===== src/rtl/shifter_pkg.sv =====
// Shared constants for the shift-loader / serializer pair.
// Holds the common word width, the default inter-frame gap and the loader FSM encoding.
package shifter_pkg;

    localparam int WIDTH_DEF = 20;
    localparam int GAP_DEF   = 2;

    typedef enum logic [2:0] {
        ST_IDLE  = 3'd0,
        ST_LOAD  = 3'd1,
        ST_SHIFT = 3'd2,
        ST_LATCH = 3'd3,
        ST_GAP   = 3'd4
    } state_t;

endpackage


===== src/rtl/shift_loader_if.sv =====
// Upstream word handshake plus the serializer-side strobes of the shift loader.
// The master side offers words and flush; the slave side is the loader.
interface shift_loader_if #(parameter int WIDTH = shifter_pkg::WIDTH_DEF);

    logic             in_valid;
    logic [WIDTH-1:0] in_data;
    logic             in_ready;
    logic             flush;
    logic             load;
    logic [WIDTH-1:0] val;
    logic             bit_valid;
    logic             latch;
    logic             busy;
    logic [7:0]       word_count;

    modport master (
        output in_valid, in_data, flush,
        input  in_ready, load, val, bit_valid, latch, busy, word_count
    );

    modport slave (
        input  in_valid, in_data, flush,
        output in_ready, load, val, bit_valid, latch, busy, word_count
    );

endinterface


===== src/rtl/word_fifo.sv =====
// Two-entry word buffer in front of the loader FSM.
// Push and pop in the same cycle are both honoured; flush empties it.
module word_fifo #(
    parameter int W = 20
) (
    input  logic         clk,
    input  logic         reset,
    input  logic         i_flush,
    input  logic         i_push,
    input  logic [W-1:0] i_data,
    input  logic         i_pop,
    output logic [W-1:0] o_head,
    output logic         o_empty,
    output logic         o_full
);

    logic [W-1:0] r_mem [2];
    logic         r_rd;
    logic         r_wr;
    logic [1:0]   r_cnt;
    logic         w_push;
    logic         w_pop;

    assign o_empty = (r_cnt == 2'd0);
    assign o_full  = (r_cnt == 2'd2);
    assign o_head  = r_mem[r_rd];
    assign w_push  = i_push && !o_full && !i_flush;
    assign w_pop   = i_pop && !o_empty && !i_flush;

    // Storage carries no reset; occupancy alone decides what is valid.
    always_ff @(posedge clk) begin
        if (w_push)
            r_mem[r_wr] <= i_data;
    end

    always_ff @(posedge clk or posedge reset) begin
        if (reset) begin
            r_rd  <= 1'b0;
            r_wr  <= 1'b0;
            r_cnt <= 2'd0;
        end else if (i_flush) begin
            r_rd  <= 1'b0;
            r_wr  <= 1'b0;
            r_cnt <= 2'd0;
        end else begin
            if (w_push)
                r_wr <= ~r_wr;
            if (w_pop)
                r_rd <= ~r_rd;
            r_cnt <= r_cnt + {1'b0, w_push} - {1'b0, w_pop};
        end
    end

endmodule


===== src/rtl/shift_loader.sv =====
// Feeds buffered words to a parallel-load serializer: LOAD strobe, WIDTH bit cycles,
// a LATCH pulse, then an optional idle gap before the next frame.
module shift_loader
    import shifter_pkg::*;
#(
    parameter int WIDTH = WIDTH_DEF,
    parameter int GAP   = GAP_DEF
) (
    input logic           clk,
    input logic           reset,
    shift_loader_if.slave bus
);

    localparam int CNT_W = (WIDTH > 1) ? $clog2(WIDTH) : 1;
    localparam int GAP_W = (GAP > 1) ? $clog2(GAP) : 1;
    localparam logic [CNT_W-1:0] CNT_LAST = CNT_W'(WIDTH - 1);
    localparam logic [GAP_W-1:0] GAP_LAST = GAP_W'((GAP > 0) ? GAP - 1 : 0);

    state_t             r_state;
    logic [CNT_W-1:0]   r_cnt;
    logic [GAP_W-1:0]   r_gap;
    logic [7:0]         r_word_count;
    logic               r_load;
    logic [WIDTH-1:0]   r_val;
    logic               r_bit_valid;
    logic               r_latch;

    logic [WIDTH-1:0]   w_head;
    logic               w_empty;
    logic               w_full;
    logic               w_push;
    logic               w_pop;

    assign w_push = bus.in_valid && !w_full && !bus.flush;
    assign w_pop  = (r_state == ST_LOAD) && !bus.flush;

    word_fifo #(.W(WIDTH)) u_fifo (
        .clk     (clk),
        .reset   (reset),
        .i_flush (bus.flush),
        .i_push  (w_push),
        .i_data  (bus.in_data),
        .i_pop   (w_pop),
        .o_head  (w_head),
        .o_empty (w_empty),
        .o_full  (w_full)
    );

    assign bus.in_ready   = !w_full;
    assign bus.busy       = (r_state != ST_IDLE) || !w_empty;
    assign bus.load       = r_load;
    assign bus.val        = r_val;
    assign bus.bit_valid  = r_bit_valid;
    assign bus.latch      = r_latch;
    assign bus.word_count = r_word_count;

    // Strobes are registered alongside the state they belong to, so they stay Moore.
    always_ff @(posedge clk or posedge reset) begin
        if (reset) begin
            r_state      <= ST_IDLE;
            r_cnt        <= '0;
            r_gap        <= '0;
            r_word_count <= 8'd0;
            r_load       <= 1'b0;
            r_val        <= '0;
            r_bit_valid  <= 1'b0;
            r_latch      <= 1'b0;
        end else begin
            r_load      <= 1'b0;
            r_val       <= '0;
            r_bit_valid <= 1'b0;
            r_latch     <= 1'b0;
            if (bus.flush) begin
                r_state <= ST_IDLE;
                r_cnt   <= '0;
                r_gap   <= '0;
            end else begin
                unique case (r_state)
                    ST_IDLE: begin
                        if (!w_empty) begin
                            r_state <= ST_LOAD;
                            r_load  <= 1'b1;
                            r_val   <= w_head;
                        end
                    end
                    ST_LOAD: begin
                        r_state     <= ST_SHIFT;
                        r_cnt       <= '0;
                        r_bit_valid <= 1'b1;
                    end
                    ST_SHIFT: begin
                        if (r_cnt == CNT_LAST) begin
                            r_state <= ST_LATCH;
                            r_latch <= 1'b1;
                        end else begin
                            r_cnt       <= r_cnt + CNT_W'(1);
                            r_bit_valid <= 1'b1;
                        end
                    end
                    ST_LATCH: begin
                        r_word_count <= r_word_count + 8'd1;
                        if (GAP > 0) begin
                            r_state <= ST_GAP;
                            r_gap   <= '0;
                        end else if (!w_empty) begin
                            r_state <= ST_LOAD;
                            r_load  <= 1'b1;
                            r_val   <= w_head;
                        end else begin
                            r_state <= ST_IDLE;
                        end
                    end
                    ST_GAP: begin
                        if (r_gap == GAP_LAST) begin
                            if (!w_empty) begin
                                r_state <= ST_LOAD;
                                r_load  <= 1'b1;
                                r_val   <= w_head;
                            end else begin
                                r_state <= ST_IDLE;
                            end
                        end else begin
                            r_gap <= r_gap + GAP_W'(1);
                        end
                    end
                    default: r_state <= ST_IDLE;
                endcase
            end
        end
    end

endmodule


===== src/flat_wrapper.sv =====
// flat-port wrapper written by rule: the top's interface ports become plain ports
module shift_loader_flat import shifter_pkg::*;
#(
    parameter int WIDTH = WIDTH_DEF,
    parameter int GAP   = GAP_DEF
)
  (clk, reset, bus_in_valid, bus_in_data, bus_flush, bus_in_ready, bus_load, bus_val, bus_bit_valid, bus_latch, bus_busy, bus_word_count);
  shift_loader_if #(.WIDTH(WIDTH)) bus_i ();
  input logic clk;
  input logic reset;
  input wire logic [$bits(bus_i.in_valid)-1:0] bus_in_valid;
  input wire logic [$bits(bus_i.in_data)-1:0] bus_in_data;
  input wire logic [$bits(bus_i.flush)-1:0] bus_flush;
  output wire logic [$bits(bus_i.in_ready)-1:0] bus_in_ready;
  output wire logic [$bits(bus_i.load)-1:0] bus_load;
  output wire logic [$bits(bus_i.val)-1:0] bus_val;
  output wire logic [$bits(bus_i.bit_valid)-1:0] bus_bit_valid;
  output wire logic [$bits(bus_i.latch)-1:0] bus_latch;
  output wire logic [$bits(bus_i.busy)-1:0] bus_busy;
  output wire logic [$bits(bus_i.word_count)-1:0] bus_word_count;
  assign bus_i.in_valid = bus_in_valid;
  assign bus_i.in_data = bus_in_data;
  assign bus_i.flush = bus_flush;
  assign bus_in_ready = bus_i.in_ready;
  assign bus_load = bus_i.load;
  assign bus_val = bus_i.val;
  assign bus_bit_valid = bus_i.bit_valid;
  assign bus_latch = bus_i.latch;
  assign bus_busy = bus_i.busy;
  assign bus_word_count = bus_i.word_count;
  shift_loader #(.WIDTH(WIDTH), .GAP(GAP)) u_core (.clk(clk), .reset(reset), .bus(bus_i));
endmodule

===== config.mk =====
export PLATFORM = sky130hd
export DESIGN_NAME = shift_loader_flat
export DESIGN_NICKNAME = d
export VERILOG_FILES = /design/src/rtl/shifter_pkg.sv /design/src/rtl/shift_loader_if.sv /design/src/rtl/word_fifo.sv /design/src/rtl/shift_loader.sv /design/src/flat_wrapper.sv
export SDC_FILE = /design/constraint.sdc
export NUM_CORES = 1
export LEC_CHECK = 0
export CAP_MARGIN = 20
export CORE_ASPECT_RATIO = 1.5
export CORE_MARGIN = 3
export CORE_UTILIZATION = 40
export CTS_CLUSTER_SIZE = 14
export DETAILED_ROUTE_END_ITERATION = 10
export PLACE_DENSITY = 0.69
export SYNTH_ARGS = -nofsm -noshare
export SYNTH_HDL_FRONTEND = slang
export SYNTH_SLANG_ARGS = --single-unit

===== constraint.sdc =====
create_clock -name clk -period 3.62 [get_ports clk]
set_input_delay 0.362 -clock clk [delete_from_list [all_inputs] [get_ports clk]]
set_output_delay 0.362 -clock clk [all_outputs]
set_load 0.005 [all_outputs]

== Word level (Yosys, flattened, before mapping) ==
Memories as Yosys holds them, arrays and structs flattened.
Cells that the tools add are included.
Storage, ports and cells
  bits in registers: 44
  word-level logic and storage cells: 84
  memories: 1
  memory bits (writable): 40
  output and inout bits: 33
Operators by class
  bitwise logic cells: 3
  reduce and logical (&&, ||, !) cells: 21
  add/sub/neg operators: 5
  eq/ne operators: 10
  muxes and demuxes: 33
Memory list
  u_core.u_fifo.r_mem: depth 2, width 20, read ports 1, clocked after memory_dff 0, wr ports 1, RTL line word_fifo.sv:17  | logic [W-1:0] r_mem [2];
Operator list (count)
  20-bit 2-to-1 mux: 3
  20-bit case mux with 2 select lines: 1
  1-bit 2-to-1 mux: 17
  3-bit case mux with 5 select lines: 1
  3-bit 2-to-1 mux: 4
  5-bit 2-to-1 mux: 2
  5-bit case mux with 2 select lines: 1
  3-bit nonzero test: 3
  8-bit by 1-bit adder with 8-bit output, second input constant: 1
  1-bit logical AND: 7
  3-bit by 2-bit equality test with 1-bit output, second input constant: 2
  3-bit by 2-bit != test with 1-bit output, second input constant: 2
  3-bit != test, second input constant: 2
  1-bit case mux with 2 select lines: 3
  5-bit by 1-bit adder with 5-bit output, second input constant: 1
  5-bit equality test, second input constant: 1
  2-bit AND reduction: 2
  2-bit nonzero test: 2
  3-bit by 1-bit equality test with 1-bit output, second input constant: 1
  3-bit equality test, second input constant: 1
  1-bit logical NOT: 3
  3-bit logical NOT: 1
  1-bit NOT: 3
  3-bit AND reduction: 1
  7 further kinds: 7

== Depth between registers and ports, before layout ==
Gate-level depths: netlist of run 1.
  depth in word-level cells: 9
  depth in mapped cells: 8
  gate-level depth less buffers: 7

== Hierarchy ==
From an unflattened synthesis of run 1, not the netlist that was laid out.
Second synthesis, totals
  cell total of the unflattened synthesis: 228
  area total of the unflattened synthesis: 3407.0 sq um
Modules (own cells, without submodules)
  shift_loader: area an instance 1722.9 sq um, sequential area each 1001.0 sq um, cells an instance 140, instances 1
  word_fifo: area an instance 1684.1 sq um, sequential area each 1301.2 sq um, cells an instance 88, instances 1

== Worst setup path after synthesis of run 1 ==
No wires, ideal clock.
  path kind: register -> register
  start point: reg u_core.u_fifo.r_cnt[0]
  end point: mem u_core.u_fifo.r_mem[0][0], enable pin
  library setup time: 0.397 ns
  data required time: 3.223 ns
  setup slack: 1.627 ns
  clock period less this slack: 1.993 ns
  cell stages (with the launch flop): 4
  arrival: 1.596 ns
  buffers on the path: 0
  cell sequence: dfrtp_1 > nand2b_1 > nand3b_1 > nor2_1
On the way
  word-level cells in the longest chain between the ends: 8
RTL lines
  from (decl): RTL line word_fifo.sv:20  | logic [1:0] r_cnt;
  from (signal assigned): RTL line word_fifo.sv:50  | r_cnt <= r_cnt + {1'b0, w_push} - {1'b0, w_pop};
  2-bit equality test *: RTL line word_fifo.sv:25  | assign o_full = (r_cnt == 2'd2);
  1-bit logical NOT *
  named net bus_in_ready: RTL line flat_wrapper.sv:14  | output wire logic [$bits(bus_i.in_ready)-1:0] bus_in_ready;
  1-bit logical AND (2 in series): RTL line shift_loader.sv:34  | assign w_push = bus.in_valid && !w_full && !bus.flush;
  1-bit logical AND * (2 in series): RTL line word_fifo.sv:27  | assign w_push = i_push && !o_full && !i_flush;
  1-bit 2-to-1 mux *: RTL line word_fifo.sv:32  | if (w_push)
  1-bit 2-to-1 mux (not written as such) *: RTL line word_fifo.sv:33  | r_mem[r_wr] <= i_data;
  to (decl): RTL line word_fifo.sv:17
Mark *: on every way through the listed nets, which the timed path passes. The rest lies on a longest branch.

== Final worst setup path of run 1 ==
  start point: in bus_flush
  end point: reg u_core.r_word_count[7], in the netlist u_core.bus.word_count[7]
On the way
  word-level cells in the longest chain between the ends: 2
RTL lines
  from (decl): RTL line flat_wrapper.sv:13  | input wire logic [$bits(bus_i.flush)-1:0] bus_flush;
  1-bit NOT (no source line)
  2-bit AND reduction (no source line)
  to (signal assigned): RTL line shift_loader.sv:101  | r_word_count <= r_word_count + 8'd1;
  to (decl): RTL line shift_loader.sv:22  | logic [7:0] r_word_count;
Every way passes these cells.
A chain may end at the register's enable or synchronous reset.

==> results.json, run 1 <==
{
  "status": "complete, no violations",
  "cp.arrival_ps": 2270,
  "holdBufCountCts": 0,
  "crit_chain": "clkdlybuf4s50_1 > nand4bb_1 > nor4_1 > xor2_1",
  "synthCells": 227,
  "cts-buffers-inserted": 9,
  "cts.path.max_buffers": 2,
  "io_buffers": 56,
  "timing.rr.end": "u_core.u_fifo.r_cnt[0]",
  "seq_area_frac_synth_pct": 70.2,
  "postSynthAreaPerCell_um2": 14.4,
  "holdPathStages": 2,
  "cap_viol_max_count": 0,
  "synth_edf_count": 40,
  "powerDensity_nw_per_um2": 519,
  "die_w_um": 79.9,
  "rows": 39,
  "hold_path_class": "reg2reg",
  "grt_max_degree": 45,
  "final_antenna_net_count": 0,
  "diodes": 0,
  "path_clk_slew_ps": 60,
  "viasPerCell": 4.83,
  "post-route-min-period_ps": 2020,
  "crit_path_top_delay_cell": "clkdlybuf4s50_1",
  "first_global_vias": 1904,
  "remaining_drc_errors": 0,
  "yosys_warnings": 0,
  "cp-start-kind": "primary input",
  "wirelength_um": 5620,
  "fmax_mhz": 495,
  "clockRootBuffer": "clkbuf_16",
  "num_vias": 1902,
  "r2r_slack_ps": 1760,
  "rsz0062_at_grt": "false",
  "cp-endpoint": "u_core.bus.word_count[7]",
  "postCtsSetupRepairBufs": 0,
  "finalWorstSetupSlack_ps": 1600,
  "worst-r2r-cell-count": 6,
  "cp.required_ps": 3870,
  "fp.coreArea_um2": 7810,
  "area_growth_pct": 29.4,
  "gp_congestion": 0.792,
  "vdd_drop_max_mv": 0.335,
  "track_usage_pct": 13.0,
  "crit_path_end_kind": "flop",
  "crit_path_start": "bus_flush",
  "clock_skew_ps": 4.10,
  "r2r_start": "u_core.r_state[1]",
  "post_drt_wl_per_cell_um": 14.3,
  "pre_cts_ws_ps": 1290,
  "path_max_fanout": 16,
  "drv_slew": 0,
  "p_leak_nw": 1.67,
  "hold_violations": 0,
  "netlist_area_um2": 3280,
  "path_class": "in2reg",
  "tns_ps": 0,
  "grt_overflow_total": 0,
  "antenna_found_initial": 0,
  "dpl.hpwl_um": 3720,
  "insertion_delay_ps": 330,
  "tightestPinTransition_ps": 914,
  "die_y_um": 117,
  "dieArea_um2": 9340,
  "cpPeakStageDelay_ps": 670,
  "cts_tree": "yes",
  "ios": 57,
  "async_flop_share_pct": 52.4,
  "timing.final.crit_share_pct": 55.8,
  "synth_nets": 255,
  "synth-seq-cells": 84,
  "drt_iter0_markers": 77,
  "drive_gt1_share_pct": 9.93,
  "start_util_pct": 42.0,
  "synth-main-ff-cell": "dfrtp_1",
  "maxSlewHeadroom_pct": 39.0,
  "grt_first_pass_wirelength_um": 9030,
  "setup_viol": 0,
  "cts-htree-levels": 3,
  "yosysUniqueCellTypes": 41,
  "clock-sinks": 84,
  "cts.repair.resized": 0,
  "final_nets": 315,
  "first_pass_iters": 4
}
-- worst max-delay path, delay by kind of cell --
kind / cells / cell delay, ps
and+or+nand+nor: 2 / 1030
buffers and inverters: 1 / 670
xor gates and xnor gates: 1 / 200
-- per-stage QoR --
stage	hold slack [ps]	total power [mW]	utilization, %	cells	cell area (um^2)
floorplan	461	1.18	-	227	3280
global placement	457	1.27	50.3	378	3930
detailed placement	475	1.28	50.3	378	3930
CTS	488	2.23	54.3	394	4240
global route	509	2.29	54.3	394	4240
finish	486	2.20	54.3	394	4240
-- registers in the layout (all words and copies together) (netlist names), 2 cells and up --
name                   count
u_core.u_fifo.r_mem       40
u_core.r_cnt               5
u_core.u_fifo.r_cnt        2
u_core.r_state             3
u_core.bus.val            20
u_core.bus.word_count      8
-- cell type report --
type	instances	area, um^2
multi-input combinational	124	882
clock inverter	7	88.8
clock buffer	9	225
inverter	9	33.8
tap	102	128
fill	655	3560
timing repair buffer	59	583
sequential	84	2300
-- power breakdown --
| group | total (mW) | internal [mW] | switching [mW] |
|---|---|---|---|
| registers | 1.08 | 1.05 | 0.0299 |
| logic | 0.174 | 0.0971 | 0.0769 |
| clock network | 0.950 | 0.600 | 0.350 |
-- cell usage in the layout (no fill, tap or decap), drive strengths merged, types with 3 or more instances in the layout --
cell           synthesis  layout
clkbuf                 2       9
nand3                  6       6
xor2                   8       8
clkdlybuf4s50          0      56
xnor2                  3       3
nor2                  31      31
edfxtp                40      40
nand2                  7       7
buf                    8       3
clkinv                 0       3
inv                    9      10
dfrtp                 44      44
nand2b                 4       4
a211oi                 4       4
mux2i                 20      20
nand3b                 3       3
ha                     4       4
nor3                   4       4
a21oi                  3       3
-- cells in the mapped netlist (2+ instances only) --
cell type,instances,area share [%]
dfrtp_1,44,34
edfxtp_1,40,37
nor2_1,30,3.4
mux2i_1,20,6.1
inv_1,9,1.0
xor2_1,8,2.1
nand2_1,7,0.80
nand3_1,6,0.92
a211oi_1,4,0.92
buf_2,4,0.61
ha_1,4,1.5
nand2b_1,4,0.76
nor3_1,4,0.61
a21oi_1,3,0.46
buf_6,3,1.0
nand3b_1,3,0.69
xnor2_1,3,0.80
clkbuf_1,2,0.23
mux2_2,2,0.69
nand4bb_1,2,0.69
nor2b_1,2,0.38
nor3b_1,2,0.46
nor4_1,2,0.38
o21ai_0,2,0.31
-- worst min path at each step --
stage | from | to | slack [ps]
4_1_cts | u_core.u_fifo.r_mem[0][2] | u_core.bus.val[2] | 490
3_5_place_dp | u_core.u_fifo.r_mem[0][2] | u_core.bus.val[2] | 470
6_report | u_core.u_fifo.r_mem[0][2] | u_core.bus.val[2] | 490
2_1_floorplan | bus_in_data[0] | u_core.u_fifo.r_mem[0][0] | 460
3_3_place_gp | u_core.bus.word_count[7] | u_core.bus.word_count[7] | 460
5_1_grt | u_core.bus.word_count[7] | u_core.bus.word_count[7] | 510
-- metal layers --
| layer | up-vias | routed length (um) | track usage [%] |
|---|---|---|---|
| met5 | - | 0 | 0 |
| met4 | 0 | 136 | 7.10 |
| met3 | 10 | 200 | 3.06 |
| met2 | 38 | 3030 | 23.0 |
| met1 | 930 | 2250 | 14.4 |
| li1 | 924 | - | - |
-- kinds of logic after synthesis --
family | count (synthesis) | synth area share, %
DFF | 84 | 70.2
buffers and inverters | 19 | 3.02
xor gates and xnor gates | 11 | 2.94
AOI/OAI and AO/OA | 18 | 4.31
muxes | 22 | 6.79
and+or+nand+nor | 69 | 11.2
adders and majority gates | 4 | 1.53
Note: power is estimated with default switching activity, not from simulation.
==> inputs of run 2 (changes only) <==
PLACE_DENSITY = 0.72   (was 0.69)
clock period = 1.8 ns   (was 3.62 ns; I/O delays follow)
==> run 2 against run 1 <==
Clock skew rose by 1.3 ps; cell area rose by 4.2%; register-to-register slack got worse by 1600 ps; non-clock buffer count rose by 16; critical path depth fell by 2; sequential power rose by 100%; utilization rose by 2.3 points; die area did not move; critical endpoint is now bus_in_ready; largest cell class unchanged.
==> results.json, run 2 (synthesis results as in run 1) <==
{
  "rsz0062_at_grt": "false",
  "dieArea_um2": 9340,
  "area_growth_pct": 34.9,
  "fmax_mhz": 577,
  "cts.path.max_buffers": 2,
  "cp.required_ps": 1620,
  "num_vias": 1963,
  "r2r_slack_ps": 170,
  "wirelength_um": 5990,
  "timing.final.crit_share_pct": 96.2,
  "io_buffers": 56,
  "diodes": 0,
  "status": "complete, no violations",
  "path_max_fanout": 4,
  "final_nets": 331,
  "fin_util_pct": 56.6,
  "clockRootBuffer": "clkbuf_16",
  "drt_iter0_markers": 95,
  "wl_met2_um": 3410,
  "tns_ps": 0,
  "cap_viol_max_count": 0,
  "drv_slew": 0,
  "cts-htree-levels": 3,
  "drive_gt1_share_pct": 16.9,
  "path_clk_slew_ps": 60,
  "final_common_cell": "clkdlybuf4s50_1",
  "p_leak_nw": 1.76,
  "met3WireLength_um": 246,
  "tightestPinTransition_ps": 375,
  "timing.rr.end": "u_core.u_fifo.r_cnt[0]",
  "wl_met1_um": 2240,
  "remaining_drc_errors": 0,
  "die_w_um": 79.9,
  "fillers": 656,
  "final_cell_mix": "clkdlybuf4s50_1 (56), dfrtp_1 (41), edfxtp_1 (40)",
  "first_pass_iters": 4,
  "post_drt_wl_per_cell_um": 14.6,
  "cts-buffers-inserted": 9,
  "fp.coreArea_um2": 7810,
  "track_usage_pct": 14.0,
  "path_class": "reg2out",
  "hold_path_class": "in2async",
  "hold_violations": 0,
  "ios": 57,
  "start_util_pct": 42.0,
  "crit_path_end_kind": "primary output",
  "cp-start-kind": "flop",
  "worst-r2r-cell-count": 6,
  "cp.arrival_ps": 1550,
  "cts_tree": "yes",
  "viasPerCell": 4.79,
  "placed_cell_area_um2": 4070,
  "first_global_vias": 2055,
  "gp_congestion": 0.768,
  "top_layer_used": "met4",
  "r2r_start": "u_core.r_state[1]",
  "fin_area_um2": 4420,
  "maxSlewHeadroom_pct": 74.9,
  "post-route-min-period_ps": 1730,
  "power_mw": 4.58,
  "final_antenna_net_count": 0,
  "top_register": "u_core.u_fifo.r_mem",
  "powerDensity_nw_per_um2": 1040,
  "clock_skew_ps": 5.35,
  "die_y_um": 117,
  "clock-sinks": 84,
  "rows": 39,
  "antenna_found_initial": 0,
  "dpl.hpwl_um": 4210,
  "vdd_drop_max_mv": 0.604,
  "setup_viol": 0,
  "insertion_delay_ps": 330,
  "grt_max_degree": 37,
  "grt_first_pass_wirelength_um": 9730,
  "largest_reg_flops": 40,
  "grt_overflow_total": 0
}
-- run 2: where the power goes --
| part | switching [mW] | internal [mW] | leakage [nW] |
|---|---|---|---|
| registers | 0.0536 | 2.10 | 0.970 |
| logic | 0.178 | 0.232 | 0.630 |
| clock network | 0.772 | 1.24 | 0.163 |
-- run 2: how the worst max path moves through the flow --
stage / from / slack [ps] / cells past startpoint / end
after floorplan: u_core.u_fifo.r_cnt[0] / -190 / 3 / u_core.u_fifo.r_mem[0][0]
after global placement: bus_flush / -50 / 6 / u_core.u_fifo.r_cnt[0]
after detailed placement: bus_flush / -90 / 6 / u_core.u_fifo.r_cnt[0]
after CTS: u_core.r_state[1] / 20 / 4 / bus_busy
after global routing: u_core.r_state[1] / 8 / 6 / u_core.u_fifo.r_cnt[0]
final: u_core.u_fifo.r_cnt[0] / 70 / 2 / bus_in_ready
-- run 2: metrics by stage --
step / setup WS [ps] / instances / hold slack (ps)
final: 68.4 / 410 / 84.3
after global routing: 8.47 / 410 / 86.8
after CTS: 19.1 / 410 / 79.8
after detailed placement: -88.1 / 394 / 431
after global placement: -53.3 / 394 / 431
after floorplan: -193 / 227 / 279
-- run 2: area by class of cell --
cell class / count / area [um^2] / area share [%]
multi-input cells: 124 / 890 / 20.1
clock buffers: 9 / 225 / 5.09
flip-flops and latches: 84 / 2310 / 52.2
well taps: 102 / 128 / 2.89
repair buffers: 75 / 728 / 16.5
clock inverters: 7 / 111 / 2.52
inverters: 9 / 33.8 / 0.764
-- run 2: routing by layer --
layer	vias to the layer above	GRT usage, %
met3	6	3.29
li1	952	-
met1	962	14.7
met2	43	25.7
met5	-	0
met4	0	7.33
-- run 2: timing repair --
item / 4_1_cts / 5_1_grt
setup endpoints to repair: 0 / 3
hold buffers: 0 / 0
buffers inserted: 0 / 0
endpoints found under the hold margin: 0 / 0
resized for setup: 0 / 5
-- run 2: worst max-delay path, cell delays in order, from the launching register on --
cell and delay [ps]:
dfrtp_1 460, nand2b_1 210, clkdlybuf4s50_1 550
